$ cat src/rtl/nx4_pkg.sv
// Shared types and defaults for the multiplexed LED row scheduler.
package nx4_pkg;

  localparam int unsigned DEF_NUM_ROWS   = 8;
  localparam int unsigned DEF_GS_CYCLES  = 4096;
  localparam int unsigned DEF_XLAT_WIDTH = 2;
  localparam int unsigned ROW_W          = 4;

  typedef logic [ROW_W-1:0] row_t;

  typedef enum logic [2:0] {
    ST_IDLE,
    ST_BLANK,
    ST_LATCH,
    ST_UNBLANK,
    ST_DISPLAY
  } state_t;

  function automatic row_t next_row(input row_t row, input int unsigned num_rows);
    return (32'(row) == num_rows - 32'd1) ? '0 : row + row_t'(1);
  endfunction

endpackage

$ cat src/rtl/row_scheduler_if.sv
// Shifter handshake and LED driver signals of the row scheduler.
interface row_scheduler_if;
  import nx4_pkg::*;

  logic shift_start;
  row_t shift_row;
  logic shift_done;
  row_t row_sel;
  logic led_blank;
  logic led_xlat;
  logic led_gsclk;
  logic frame_start;
  logic led_xerr;
  row_t xerr_row;
  logic xerr_seen;

  modport master (
    output shift_start, shift_row, row_sel, led_blank, led_xlat, led_gsclk,
           frame_start, xerr_row, xerr_seen,
    input  shift_done, led_xerr
  );

  modport slave (
    input  shift_start, shift_row, row_sel, led_blank, led_xlat, led_gsclk,
           frame_start, xerr_row, xerr_seen,
    output shift_done, led_xerr
  );

endinterface

$ cat src/rtl/gsclk_gen.sv
// Grayscale clock burst: after start, GS_CYCLES high pulses in 2*GS_CYCLES cycles.
module gsclk_gen #(
  parameter int unsigned GS_CYCLES = nx4_pkg::DEF_GS_CYCLES
) (
  input  logic clock,
  input  logic reset_n,
  input  logic start,
  output logic gsclk,
  output logic done
);

  localparam int unsigned     CNT_W = $clog2(GS_CYCLES) + 1;
  localparam logic [CNT_W-1:0] LAST = CNT_W'(GS_CYCLES);

  logic             running;
  logic             gs_q;
  logic [CNT_W-1:0] pulses;

  // done marks the final low phase so the caller leaves on the same edge
  assign done  = running && !gs_q && (pulses == LAST);
  assign gsclk = gs_q;

  always_ff @(posedge clock or negedge reset_n) begin
    if (!reset_n) begin
      running <= 1'b0;
      gs_q    <= 1'b0;
      pulses  <= '0;
    end else if (start) begin
      running <= 1'b1;
      gs_q    <= 1'b1;
      pulses  <= '0;
    end else if (done) begin
      running <= 1'b0;
      gs_q    <= 1'b0;
    end else if (running) begin
      gs_q <= !gs_q;
      if (gs_q) pulses <= pulses + CNT_W'(1);
    end
  end

endmodule

$ cat src/rtl/row_scheduler.sv
// LED row scan sequencer: shift / blank / latch / display per row.
// Optional ROW_XERR_LATCH_EN records the row of the first driver error.
module row_scheduler import nx4_pkg::*; #(
  parameter int unsigned NUM_ROWS   = DEF_NUM_ROWS,
  parameter int unsigned GS_CYCLES  = DEF_GS_CYCLES,
  parameter int unsigned XLAT_WIDTH = DEF_XLAT_WIDTH
) (
  input logic             clock,
  input logic             reset_n,
  input logic             enable,
  row_scheduler_if.master bus
);

  localparam logic [3:0] XLAT_LAST = 4'(XLAT_WIDTH - 1);

  state_t     state, state_n;
  logic       done_flag;
  logic [3:0] latch_cnt;
  row_t       row_sel_q;
  row_t       shift_row_q;
  logic       shift_start_q;
  logic       gs_start;
  logic       gs_done;
  logic       gs_clk;

  gsclk_gen #(.GS_CYCLES(GS_CYCLES)) u_gsclk (
    .clock   (clock),
    .reset_n (reset_n),
    .start   (gs_start),
    .gsclk   (gs_clk),
    .done    (gs_done)
  );

  always_ff @(posedge clock or negedge reset_n) begin
    if (!reset_n) state <= ST_IDLE;
    else          state <= state_n;
  end

  always_comb begin
    state_n         = state;
    bus.led_blank   = 1'b1;
    bus.led_xlat    = 1'b0;
    bus.frame_start = 1'b0;
    gs_start        = 1'b0;
    case (state)
      ST_IDLE:    if (enable) state_n = ST_BLANK;
      ST_BLANK:   if (done_flag) state_n = ST_LATCH;
      ST_LATCH: begin
        bus.led_xlat = 1'b1;
        if (latch_cnt == XLAT_LAST) state_n = ST_UNBLANK;
      end
      ST_UNBLANK: begin
        bus.led_blank   = 1'b0;
        bus.frame_start = (row_sel_q == '0);
        gs_start        = 1'b1;
        state_n         = ST_DISPLAY;
      end
      ST_DISPLAY: begin
        bus.led_blank = 1'b0;
        if (gs_done) state_n = enable ? ST_BLANK : ST_IDLE;
      end
      default:    state_n = ST_IDLE;
    endcase
  end

  always_ff @(posedge clock or negedge reset_n) begin
    if (!reset_n) begin
      done_flag     <= 1'b0;
      latch_cnt     <= '0;
      row_sel_q     <= '0;
      shift_row_q   <= '0;
      shift_start_q <= 1'b0;
    end else begin
      shift_start_q <= 1'b0;
      if (state == ST_IDLE && enable) begin
        shift_start_q <= 1'b1;
        shift_row_q   <= '0;
      end
      if (state == ST_UNBLANK) begin
        shift_start_q <= 1'b1;
        shift_row_q   <= next_row(row_sel_q, NUM_ROWS);
      end
      // a fresh request from IDLE must not be satisfied by a stale completion
      if ((state == ST_BLANK && done_flag) || (state == ST_IDLE && enable))
        done_flag <= 1'b0;
      else if (bus.shift_done)
        done_flag <= 1'b1;
      if (state == ST_LATCH) begin
        latch_cnt <= latch_cnt + 4'd1;
        if (state_n == ST_UNBLANK) row_sel_q <= shift_row_q;
      end else begin
        latch_cnt <= '0;
      end
    end
  end

  assign bus.shift_start = shift_start_q;
  assign bus.shift_row   = shift_row_q;
  assign bus.row_sel     = row_sel_q;
  assign bus.led_gsclk   = gs_clk && (state == ST_DISPLAY);

`ifdef ROW_XERR_LATCH_EN
  logic [1:0] xerr_sync;
  logic       xerr_seen_q;
  row_t       xerr_row_q;

  always_ff @(posedge clock or negedge reset_n) begin
    if (!reset_n) begin
      xerr_sync   <= '1;
      xerr_seen_q <= 1'b0;
      xerr_row_q  <= '0;
    end else begin
      xerr_sync <= {xerr_sync[0], bus.led_xerr};
      if (state == ST_DISPLAY && !xerr_sync[1] && !xerr_seen_q) begin
        xerr_seen_q <= 1'b1;
        xerr_row_q  <= row_sel_q;
      end
    end
  end

  assign bus.xerr_seen = xerr_seen_q;
  assign bus.xerr_row  = xerr_row_q;
`else
  logic unused_xerr;
  assign unused_xerr   = bus.led_xerr;
  assign bus.xerr_seen = 1'b0;
  assign bus.xerr_row  = '0;
`endif

endmodule

$ cat src/flat_wrapper.sv
// flat-port wrapper written by rule: the top's interface ports become plain ports
module row_scheduler_flat import nx4_pkg::*;
#(
  parameter int unsigned NUM_ROWS   = DEF_NUM_ROWS,
  parameter int unsigned GS_CYCLES  = DEF_GS_CYCLES,
  parameter int unsigned XLAT_WIDTH = DEF_XLAT_WIDTH
)
  (clock, reset_n, enable, bus_shift_start, bus_shift_row, bus_row_sel, bus_led_blank, bus_led_xlat, bus_led_gsclk, bus_frame_start, bus_xerr_row, bus_xerr_seen, bus_shift_done, bus_led_xerr);
  row_scheduler_if bus_i ();
  input logic clock;
  input logic reset_n;
  input logic enable;
  output wire logic [$bits(bus_i.shift_start)-1:0] bus_shift_start;
  output wire logic [$bits(bus_i.shift_row)-1:0] bus_shift_row;
  output wire logic [$bits(bus_i.row_sel)-1:0] bus_row_sel;
  output wire logic [$bits(bus_i.led_blank)-1:0] bus_led_blank;
  output wire logic [$bits(bus_i.led_xlat)-1:0] bus_led_xlat;
  output wire logic [$bits(bus_i.led_gsclk)-1:0] bus_led_gsclk;
  output wire logic [$bits(bus_i.frame_start)-1:0] bus_frame_start;
  output wire logic [$bits(bus_i.xerr_row)-1:0] bus_xerr_row;
  output wire logic [$bits(bus_i.xerr_seen)-1:0] bus_xerr_seen;
  input wire logic [$bits(bus_i.shift_done)-1:0] bus_shift_done;
  input wire logic [$bits(bus_i.led_xerr)-1:0] bus_led_xerr;
  assign bus_shift_start = bus_i.shift_start;
  assign bus_shift_row = bus_i.shift_row;
  assign bus_row_sel = bus_i.row_sel;
  assign bus_led_blank = bus_i.led_blank;
  assign bus_led_xlat = bus_i.led_xlat;
  assign bus_led_gsclk = bus_i.led_gsclk;
  assign bus_frame_start = bus_i.frame_start;
  assign bus_xerr_row = bus_i.xerr_row;
  assign bus_xerr_seen = bus_i.xerr_seen;
  assign bus_i.shift_done = bus_shift_done;
  assign bus_i.led_xerr = bus_led_xerr;
  row_scheduler #(.NUM_ROWS(NUM_ROWS), .GS_CYCLES(GS_CYCLES), .XLAT_WIDTH(XLAT_WIDTH)) u_core (.clock(clock), .reset_n(reset_n), .enable(enable), .bus(bus_i));
endmodule
$ cat config.mk
export PLATFORM = sky130hd
export DESIGN_NAME = row_scheduler_flat
export DESIGN_NICKNAME = d
export VERILOG_FILES = /design/src/rtl/nx4_pkg.sv /design/src/rtl/row_scheduler_if.sv /design/src/rtl/gsclk_gen.sv /design/src/rtl/row_scheduler.sv /design/src/flat_wrapper.sv
export SDC_FILE = /design/constraint.sdc
export NUM_CORES = 1
export LEC_CHECK = 0
export ABC_AREA = 0
export ABC_CLOCK_PERIOD_IN_PS = 2270
export BUFFER_PORTS_ARGS = -buffer_cell sky130_fd_sc_hd__buf_4
export CELL_PAD_IN_SITES_DETAIL_PLACEMENT = 1
export CELL_PAD_IN_SITES_GLOBAL_PLACEMENT = 1
export CORE_UTILIZATION = 44
export DETAILED_ROUTE_END_ITERATION = 7
export GPL_TIMING_DRIVEN = 1
export PLACE_DENSITY = 0.89
export SLEW_MARGIN = 10
export SYNTH_ARGS = -nofsm -noshare
export SYNTH_HDL_FRONTEND = slang
export SYNTH_SLANG_ARGS = --single-unit
$ cat constraint.sdc
create_clock -name clock -period 2.27 [get_ports clock]
set_input_delay 0.454 -clock clock [delete_from_list [all_inputs] [get_ports clock]]
set_output_delay 0.454 -clock clock [all_outputs]
set_load 0.02 [all_outputs]
### After elaboration in Yosys (flattened, before gate mapping)

Cells that the tools add are included.

* bits of input ports: 5
* output and inout port bits: 18
* logic and storage cells: 66
* flip-flop bits (word level): 32

* mux-type cells: 27
* eq/ne operators: 9
* reductions and logical operators: 18
* add/subtract/negate cells: 3

Operators with widths (count)
* $mux W13: 4
* $mux W4: 4
* $pmux W3 S5: 1
* $mux W1: 14
* $add A13 B1 Y13 const B: 1
* $eq A13 B13 Y1 const B: 1
* $mux W3: 4
* $reduce_bool A2 Y1: 5
* $eq A3 B2 Y1 const B: 3
* $add A4 B1 Y4 const B: 2
* $logic_and A1 B1 Y1: 5
* $eq A4 B1 Y1 const B: 1
* $eq A4 B3 Y1 const B: 1
* $logic_not A4 Y1: 1
* $eq A3 B1 Y1 const B: 1
* $eq A3 B3 Y1 const B: 1
* $logic_not A3 Y1: 1
* $reduce_and A3 Y1: 1
* $reduce_bool A3 Y1: 1
* $ne A2 B1 Y1 const B: 1
* $reduce_and A2 Y1: 1
* $reduce_or A2 Y1: 1
* $logic_not A1 Y1: 1
* $logic_or A1 B1 Y1: 1

### Logic depth before layout (Yosys ltp)

* depth after elaboration: 7
* gate-level depth with buffers: 7
* gate-level depth less buffers: 6

### Cells and area by module

Synthesis repeated with hierarchy kept, for this count alone.

* cells, all modules: 164
* area, all modules: 1664.1 µm²

Modules (own cells, without submodules)
* row_scheduler: area each 857.1 µm², times used 1, seq. area each 425.4 µm², cells each 79
* gsclk_gen: area each 807.0 µm², times used 1, seq. area each 375.4 µm², cells each 85

### Least setup slack after synthesis

No wires, ideal clock.

* path kind: register to register
* start point: register u_core.state[0]
* end point: register u_core.row_sel_q[0], in the netlist u_core.bus.row_sel[0]
* period minus slack after synthesis: 2028 ps
* library setup time: 125 ps
* stages on the path, launching flop included: 7
* data arrival time: 1903 ps
* buffers on the path: 3
* data required time: 2145 ps
* slack: 242 ps
* cells stage by stage: dfrtp_1 -> buf_6 -> or3b_1 -> buf_2 -> or4b_4 -> buf_6 -> mux2_4

* longest elaborated chain between the ends: 4
* elaborated cells between the ends (all ways): 12
* those cells by class: eq/ne: 5; mux: 5; reduce/logical: 2

RTL lines
* start, declared: RTL line row_scheduler.sv:16 `state_t state, state_n;`
* start signal, assigned: RTL line row_scheduler.sv:36 `else state <= state_n;`
* $eq A3 B3 Y1, or another cell as far along: RTL line row_scheduler.sv:45 `case (state)`
* $pmux W3 S5: RTL line row_scheduler.sv:45
* $eq A3 B2 Y1: RTL line row_scheduler.sv:90 `if (state_n == ST_UNBLANK) row_sel_q <= shift_row_q;`
* $reduce_and A2 Y1 (no source line) *
* end signal, assigned: RTL line row_scheduler.sv:90
* end, declared: RTL line row_scheduler.sv:19 `row_t row_sel_q;`

Mark *: on every way between the ends. The rest lies on a longest branch, timed or not.
A chain may end at the register's enable or synchronous reset.

### Worst setup path after layout

* start point: register u_core.state[0]
* end point: output bus_frame_start

* longest elaborated chain between the ends: 2

RTL lines
* $eq A3 B2 Y1: RTL line row_scheduler.sv:45
* $mux W1: RTL line row_scheduler.sv:45
* end, declared: RTL line flat_wrapper.sv:19 `output wire logic [$bits(bus_i.frame_start)-1:0] bus_frame_start;`

No other way between the ends.

==> results by group <==
Status
  • Outcome: complete, no violations

Timing
  • RSZ-0062 raised after global routing: no
  • Post-route minimum period: 2.175 ns
  • Hold WS: 0.08355 ns
  • Hold violation count in the final report: 0
  • Achievable Freq: 459.9 MHz
  • Final setup fails: 0
  • Max-slew violation count: 0
  • Setup tns final: 0 ns
  • Final period util: 95.79%
  • Final Skew: 0.01235 ns

Synthesis
  • EDFF count, synth: 0
  • Post-synthesis sequential area ratio: 48.82%
  • Synth unique cells: 38
  • Most common flop cell mapped by yosys: dfrtp_1
  • Syn Inst Count: 161
  • Yosys warning count: 0
  • Top area cells in the synthesized netlist: dfrtp_1, xor2_1, ha_1, nor2_1, mux2_4
  • Synth top area share: 48.82%
  • Cell taking the most area after synthesis: dfrtp_1
  • Post-Syn Area per Cell: 10.19 sq um
  • Most numerous cell in the Yosys netlist: dfrtp_1
  • Async SR Flop Fraction: 100.0%
  • Cell Area, Synth: 1640 sq um
  • Most frequent cells after synthesis: dfrtp_1, nor2_1, nand2_1, xor2_1
  • #FFs+latches synth: 32

Worst setup path
  • Worst r2r path cells: 3
  • CP Capture Type: output pin
  • WP data arrival: 1.72 ns
  • Critical path class: reg2out
  • Reg-to-reg startpoint: u_core.state[0]
  • R2r endpoint: u_core.bus.row_sel[3]
  • Crit path launch: u_core.state[0]
  • Worst setup endpoint: bus_frame_start
  • Worst-path fanout max: 10
  • Critical path data required time: 1.82 ns
  • Critical Path Start Type: flop
  • Flop2flop setup slack: 0.24 ns

Global routing
  • Initial antenna violation count: 0
  • First-pass GRT wire length: 6.548 mm
  • Number of global-route vias before repair: 1323
  • GRT busiest layer: met2
  • GR Layer Usage met3: 6.341%
  • Total gr overflow: 0
  • GRT Overall Usage: 22.42%
  • M2 GR Usage: 36.16%
  • Routing usage on met1: 27.12%
  • Pin count of the biggest net entering global routing: 33

Routing
  • Via count: 1224
  • Residual antenna-violating net count after detailed routing: 0
  • WL per Instance: 17.20 um
  • Drt total wl: 3.852 mm
  • DR iter-0 viols: 65
  • DRC: 0
  • Via density: 5.464
  • First-pass DRT Iterations: 4

Placed design
  • Area of placed instances: 1760 sq um
  • IO buf count: 16
  • Final Wtd Congestion: 0.7769
  • Hpwl dp: 2.544 mm

Clock tree
  • Worst skew pair latency: 0.30 ns
  • CTS sink cnt: 32
  • CTS clock-pin slew for the worst setup and hold paths: 0.08 ns
  • Max H-tree Level: 2
  • Root Driver: clkbuf_8
  • CTS Buffer Depth: 2
  • CTS tree: built
  • Inserted Clock Buffers: 5

Final layout
  • Sequential cell area: 803.3 sq um
  • Share of cells above drive strength 1: 20.79%
  • Fin nets: 188
  • # diodes: 0
  • Area delta synth->final: 14.26%
  • Fillers: 389
  • Cell area after layout: 1874 sq um
  • Multi-input logic area: 740.7 sq um
  • Final core utilization: 54.45%

Floorplan
  • Die Wd: 63.06 um
  • I/O Pins: 23
  • DIE AREA: 3976 sq um
  • # rows: 21
  • Initial Util: 47.66%
  • Die height: 63.06 um
  • Core box area: 3442 sq um

Flow run
  • Max-Cap Viols: 0

Pwr
  • Leak Pwr: 0.9100 nW
  • Cell Pwr Density: 1231 nW/um^2
  • Peak VDD IR: 0.4761 mV

Hold path
  • Tightest Hold Check Type: in2async
==> flip-flops by register name (all words and copies together), names as in the netlist <==
register	flops
u_core.bus.row_sel	4
u_core.bus.shift_row	4
u_core.bus.shift_start	1
u_core.done_flag	1
u_core.latch_cnt	4
u_core.state	3
u_core.u_gsclk.gsclk	1
u_core.u_gsclk.pulses	13
u_core.u_gsclk.running	1
==> how the worst min path moves through the flow <==
stage,end,slack [ns],cells after the start
5_1_grt,u_core.bus.row_sel[2],0.11,1
2_1_floorplan,u_core.bus.row_sel[0],0.16,0
3_5_place_dp,u_core.bus.shift_row[0],0.42,1
3_3_place_gp,u_core.bus.row_sel[0],0.40,1
6_report,u_core.bus.shift_row[0],0.08,1
4_1_cts,u_core.bus.row_sel[0],0.09,1
==> power breakdown <==
group	switching (mW)	leakage, nW	internal [mW]
Clock	0.233	0.0541	0.325
Sequential	0.213	0.422	0.725
Combinational	0.453	0.434	0.359
==> kinds of logic after synthesis <==
logic type / count (synthesis) / synth area share (%)
fa+ha+maj: 6 / 4.577
xor+xnor: 14 / 7.475
simple gates: 63 / 20.82
mux: 5 / 4.348
compound gates: 19 / 6.790
buf+inv: 21 / 6.941
other cells: 1 / 0.2286
flops: 32 / 48.82
==> layer usage <==
layer | routed length [um] | vias up
met5 | 0 | -
met4 | 114 | 0
met3 | 142 | 11
met2 | 1883 | 28
met1 | 1711 | 616
li1 | - | 569
==> worst max-delay path, cell delays in order, from the launching register on <==
cell and delay (ns):
dfrtp_2 0.44, nand2_1 0.11, or2_2 0.33, nor4b_1 0.33
buf_4 0.21
==> stage by stage <==
step / setup slack (ns) / instances / total power, mW
floorplan: 0.2416 / 165 / 1.455
global placement: 0.3019 / 216 / 1.657
detailed placement: 0.2349 / 216 / 1.735
CTS: 0.003704 / 224 / 2.321
global route: 0.02862 / 224 / 2.448
finish: 0.09550 / 224 / 2.308
==> cells in the final DEF, fill, tap and decap left out, types with 3 or more instances in the layout <==
master / n
clkbuf_8: 5
ha_1: 6
xor2_1: 11
a21oi_1: 5
buf_4: 17
conb_1: 5
nor2_1: 19
nand3_1: 9
xnor2_1: 3
o21ai_0: 8
mux2_4: 4
nand4_1: 4
nand2_1: 11
dfrtp_1: 30
inv_1: 9
==> cell type report <==
| cell class | instances | share of cell area [%] |
|---|---|---|
| clock buffer | 5 | 3.672 |
| tap | 46 | 3.071 |
| inverter | 9 | 1.802 |
| clock inverter | 3 | 2.270 |
| multi-input combinational | 112 | 39.52 |
| sequential | 32 | 42.86 |
| timing repair buffer | 17 | 6.809 |
==> timing repair <==
item | CTS | global route
hold buffers | 0 | 0
resized for setup | 0 | 2
buffers inserted | 0 | 0
setup endpoints to repair | 0 | 1
Note: power is estimated with default switching activity, not from simulation.
